--- config.mk ---
export PLATFORM = sky130hd
export DESIGN_NAME = period_meter
export DESIGN_NICKNAME = d
export VERILOG_FILES = /design/src/rtl/period_meter.sv
export SDC_FILE = /design/constraint.sdc
export NUM_CORES = 1
export LEC_CHECK = 0
export BUFFER_PORTS_ARGS = -buffer_cell sky130_fd_sc_hd__buf_2
export CORE_UTILIZATION = 60
export DETAILED_ROUTE_END_ITERATION = 12
export GPL_TIMING_DRIVEN = 0
export PLACE_DENSITY = 0.83
export RECOVER_POWER = 50
export SYNTH_ARGS = -nofsm -noshare
export SYNTH_HDL_FRONTEND = slang
export SYNTH_SLANG_ARGS = --single-unit
--- constraint.sdc ---
create_clock -name clock -period 3.4 [get_ports clock]
set_input_delay 0.34 -clock clock [delete_from_list [all_inputs] [get_ports clock]]
set_output_delay 0.34 -clock clock [all_outputs]
set_load 0.02 [all_outputs]
--- src/rtl/period_meter.sv ---
// Measures the period of an asynchronous input in clock cycles, from one synchronized
// rising edge to the next, and offers each result on a valid/ready output.
module period_meter #(
    parameter int WIDTH       = 16,
    parameter int SYNC_STAGES = 2
) (
    input  logic             clock,
    input  logic             reset,
    input  logic             sig_in,
    input  logic             enable,
    output logic [WIDTH-1:0] period,
    output logic             overflow,
    output logic             valid,
    input  logic             ready,
    output logic             lost
);

    typedef enum logic [1:0] {
        IDLE  = 2'd0,
        ARM   = 2'd1,
        COUNT = 2'd2
    } state_t;

    localparam logic [WIDTH-1:0] CNT_MAX = '1;
    localparam logic [WIDTH-1:0] CNT_ONE = WIDTH'(1);

    logic [SYNC_STAGES-1:0] sync_q;
    logic                   hist_q;
    logic                   synced;
    logic                   rise;
    state_t                 state_q, state_d;
    logic [WIDTH-1:0]       count_q, count_d;
    logic                   result_evt;

    assign synced = sync_q[SYNC_STAGES-1];
    assign rise   = synced & ~hist_q;

    always_ff @(posedge clock) begin
        if (!reset) begin
            sync_q <= '0;
            hist_q <= 1'b0;
        end else begin
            sync_q <= {sync_q[SYNC_STAGES-2:0], sig_in};
            hist_q <= synced;
        end
    end

    always_ff @(posedge clock) begin
        if (!reset) begin
            state_q <= IDLE;
            count_q <= '0;
        end else begin
            state_q <= state_d;
            count_q <= count_d;
        end
    end

    // Dropping enable wins over everything, including a rise in the same cycle.
    always_comb begin
        state_d    = state_q;
        count_d    = count_q;
        result_evt = 1'b0;
        if (!enable) begin
            state_d = IDLE;
            count_d = '0;
        end else begin
            case (state_q)
                IDLE: begin
                    count_d = '0;
                    state_d = ARM;
                end
                ARM: begin
                    count_d = '0;
                    if (rise) begin
                        state_d = COUNT;
                        count_d = CNT_ONE;
                    end
                end
                COUNT: begin
                    if (rise) begin
                        result_evt = 1'b1;
                        count_d    = CNT_ONE;
                    end else if (count_q != CNT_MAX) begin
                        count_d = count_q + CNT_ONE;
                    end
                end
                default: begin
                    state_d = IDLE;
                    count_d = '0;
                end
            endcase
        end
    end

    // Handshake: a result is transferred on any edge where valid=1 and ready=1; while
    // valid=1 the period/overflow pair is frozen, and a result completing while the held
    // one cannot leave is dropped and recorded in the sticky lost flag.
    always_ff @(posedge clock) begin
        if (!reset) begin
            period   <= '0;
            overflow <= 1'b0;
            valid    <= 1'b0;
            lost     <= 1'b0;
        end else if (result_evt) begin
            if (!valid || ready) begin
                period   <= count_q;
                overflow <= (count_q == CNT_MAX);
                valid    <= 1'b1;
            end else begin
                lost <= 1'b1;
            end
        end else if (valid && ready) begin
            valid <= 1'b0;
        end
    end

endmodule

==> After elaboration in Yosys (flattened, before gate mapping) <==
Cells that the tools add are included.
{ "word_totals": {"regBits": 40, "out_inout_bits": 19} }
{ "op_classes": {"add_sub_neg": 1, "eq_ne": 7, "n_mux": 12, "bitwise": 4, "n_reduce_logical": 10} }
{ "op_table": {"columns": ["operator", "n"], "rows": [
  ["$mux W16", 2],
  ["$pmux W16 S2", 1],
  ["$add A16 B1 Y16 const B", 1],
  ["$eq A16 B16 Y1 const B", 1],
  ["$ne A16 B16 Y1 const B", 1],
  ["$reduce_and A2 Y1", 5],
  ["$mux W1", 7],
  ["$pmux W2 S3", 1],
  ["$ne A3 B3 Y1 const B", 1],
  ["$not A1 Y1", 3],
  ["$eq A2 B1 Y1 const B", 1],
  ["$eq A2 B2 Y1 const B", 1],
  ["$logic_not A2 Y1", 1],
  ["$mux W2", 1],
  ["$ne A2 B1 Y1 const B", 1],
  ["$ne A2 B2 Y1 const B", 1],
  ["$reduce_bool A2 Y1", 1],
  ["$and A1 B1 Y1", 1],
  ["$logic_and A1 B1 Y1", 1],
  ["$logic_not A1 Y1", 1],
  ["$logic_or A1 B1 Y1", 1]
]} }

==> Logic depth before layout (Yosys ltp) <==
{ "logic_depth": {"depth_word": 7, "depth_mapped": 9, "mapped_depth_nobuf": 6} }

==> Worst setup path before layout <==
OpenSTA, ideal clock, no wires.
{ "synth_timing": {"kind": "register -> register", "start": "reg count_q[0]", "end": "reg count_q[3]", "setup_time_ns": 0.118, "t_arrival_ns": 1.865, "slack_ns": 1.416, "stages_incl_launch_ff": 8, "n_path_buf": 1, "synth_period_minus_slack_ns": 1.984, "path_cell_list": "dfxtp_1 -> ha_1 -> nand4_1 -> or4_4 -> or3b_1 -> buf_2 -> a41oi_1 -> nor2_1"} }
{ "synth_between": {"elab_chain_cells": 4} }
{ "synth_rtl": {"columns": ["item", "line", "source"], "rows": [
  ["start, declared", "32", "logic [WIDTH-1:0] count_q, count_d;"],
  ["start signal, assigned", "54", "count_q <= count_d;"],
  ["$add A16 B1 Y16", "84", "count_d = count_q + CNT_ONE;"],
  ["$mux W16", "83", "end else if (count_q != CNT_MAX) begin"],
  ["$mux W16", "80", "if (rise) begin"],
  ["$pmux W16 S2", "67", "case (state_q)"]
]} }
Parallel ways exist; a longest one is shown, timed or not. The select of a mux whose other input is x is not followed.
A chain may end at the register's enable or synchronous reset.

==> Worst setup path in the final report <==
Same ends and word-level chain as after synthesis.

==> run metrics <==
yosys warns=0; routability congestion estimate=0.8913; IO Port Bufs=23; io pins=24; hpwl dp=2607 um; Die Area=3174 um^2; normalized max-slew margin=46.67%; most common cell in the synthesized netlist=nand2_1; share of async-settable or async-resettable flops after synthesis=0%; top post-synthesis cells by area=dfxtp_1, nand2_1, a21boi_0; H-Tree Level Count=2; Wirelength per Cell=13.18 um; Yosys top cell by area=dfxtp_1; first-pass GRT wire length=6106 um; worst-path fanout max=7; WP data required=3650 ps; Fmax=447.3 MHz; Synth top cells by count=nand2_1, dfxtp_1, nor2_1, a21boi_0, a21oi_1; core area=2781 um^2; GR Util All Layers=25.02%; CP top delay family=simple AND/OR/NAND/NOR gates; total power=0.0008027 W; WL final=3597 um; Post-Layout Inst Area=1973 um^2; Slew Viols, Final=0; crit share post-route=65.75%; final hold vios=0; routed vias/inst=5.685; skew final=6.869 ps; setup bufs post-CTS=0; Clock Tree Buf Depth=2; CTS Buf Count=5; hold depth=2; ratio of cells with drive above 1 in the final layout=7.025%; Worst Path Buf+Inv=1; crit path launch type=register; most common flop cell mapped by yosys=dfxtp_1; Yosys reg bits=40; pwr dens=406.8 nW/um^2; CTS tree=yes; # nets final=251; Clock Tree Root=clkbuf_4; crit path cell chain=ha_1, nand4_1, or4_1, or3b_1, buf_2, a41oi_1, nor2_1; Iter 0 DRT Violations=46; Antenna diodes=0; Cell variety after synth=39; number of global-route vias before repair=1397; Crit Reg-Reg Startpoint=count_q[0]; Netlist Area Pre-Place=1772 um^2; initial antenna violation count=0; final cell count without fillers=273; Setup Viol. Count Final=0; # fillers=253; top cell type's share of synthesized area=45.20%; unrepaired setup endpoints after global routing=false; vias=1552; P_leak=0.6197 nW; antenna-violating nets left=0; Arrival @ worst endpoint=2480 ps; status=finished, final reports clean; CTS Hold Buffers Added=0; DRT Pass-1 Iters=4; hold path endpoint=sync_q[0]; Hold Path Class=input pin to register; Die X=56.34 um; Fin Setup TNS=0 ps; largest net degree at the start of global routing=13; clk sinks=40; Post-synth EDFFs=0; Hold Crit Start=sig_in; area of placed instances=1926 um^2; Worst VDD drop=0.5943 mV; dpl ws=1187 ps; total of max-cap violations=0; Setup CP Type=register to register; Final min period=2235 ps; Initial Util=63.70%; synthesis-to-layout area growth=11.37%; post-synthesis cell count=211; Slew @ Worst Pin=793.9 ps; chip height=56.34 um; post-synthesis sequential area ratio=45.20%; global route overflow=0; CP max stage delay=530 ps; r2r setup slk=1160 ps; Syn Area/Cell=8.397 um^2; number of gates resized after cts=0; Post-Place Cells=265; CP Capture Type=register; DRC Markers=0; worst setup margin=1165 ps; Rows=19; Critical R2R Capture=count_q[3]; worst-skew pair later-pin latency=350 ps; clock-pin transition on the worst setup and hold timing paths=110 ps; slowest CP cell=or4_1; worst reg-to-reg path cell count=7; net count after synthesis=221
sequential cells by signal (all words and copies together) (netlist names):
name / flops
count_q: 16
hist_q: 1
lost: 1
overflow: 1
period: 16
state_q: 2
sync_q: 2
valid: 1
area by class of cell:
type,instances,area [um^2],area share (%)
plain buffers,8,31.28,1.585
clock buffers,6,41.29,2.093
clock inverters,2,35.03,1.776
inverters,2,7.507,0.3805
multi-input cells,161,928.4,47.05
flip-flops and latches,40,800.8,40.58
well taps,31,38.79,1.966
repair buffers,23,90.09,4.566
stage by stage:
step | hold slack, ps | utilization (%)
after floorplan | 411.9 | -
after global placement | 419.2 | 69.23
after detailed placement | 435.1 | 69.23
after CTS | 189.4 | 71.97
after global routing | 181.3 | 70.94
final | 200.5 | 70.94
per-layer routing:
layer / GRT usage, % / vias to the layer above / share of wire, %
met4: 10.10 / 0 / 1.4
li1: - / 797 / -
met5: 0 / - / 0
met1: 31.82 / 711 / 49
met2: 39.63 / 36 / 46
met3: 7.604 / 8 / 3.4
report_power, final:
group | leakage, nW | internal, W | switching [W]
clock | 0.0422 | 0.000154 | 0.000150
combinational | 0.255 | 0.0000107 | 0.0000149
sequential | 0.323 | 0.000471 | 0.00000159
worst max-delay path by stage:
stage | slack [ps] | endpoint | cells past startpoint | startpoint
2_1_floorplan | 1420 | count_q[3] | 7 | count_q[0]
3_3_place_gp | 1270 | count_q[3] | 7 | count_q[0]
3_5_place_dp | 1190 | period[13] | 9 | state_q[0]
4_1_cts | 1160 | period[13] | 9 | state_q[0]
5_1_grt | 880 | period[13] | 9 | state_q[0]
6_report | 1160 | count_q[3] | 7 | count_q[0]
placed cells by master, fill, tap and decap left out, types with 4 or more instances in the layout:
| cell | synthesis | layout |
|---|---|---|
| a21oi_1 | 14 | 14 |
| buf_2 | 1 | 4 |
| nor2_1 | 18 | 18 |
| and2_1 | 6 | 5 |
| o21ai_0 | 6 | 6 |
| nand4_1 | 5 | 5 |
| dfxtp_1 | 40 | 40 |
| nand2b_1 | 4 | 4 |
| nand2_1 | 41 | 41 |
| ha_1 | 5 | 5 |
| a21boi_0 | 16 | 16 |
| nand3_1 | 8 | 8 |
| clkbuf_4 | 0 | 5 |
| a31oi_1 | 5 | 5 |
| clkbuf_1 | 7 | 28 |
cell families after synthesis:
family / Yosys count / share of synthesized area (%)
AOI/OAI and AO/OA: 49 / 17.66
xor gates and xnor gates: 2 / 0.9889
adders and majority gates: 5 / 3.531
buffers and inverters: 10 / 2.189
DFF: 40 / 45.20
muxes: 1 / 0.5650
and+or+nand+nor: 104 / 29.87
Note: power is estimated with default switching activity, not from simulation.
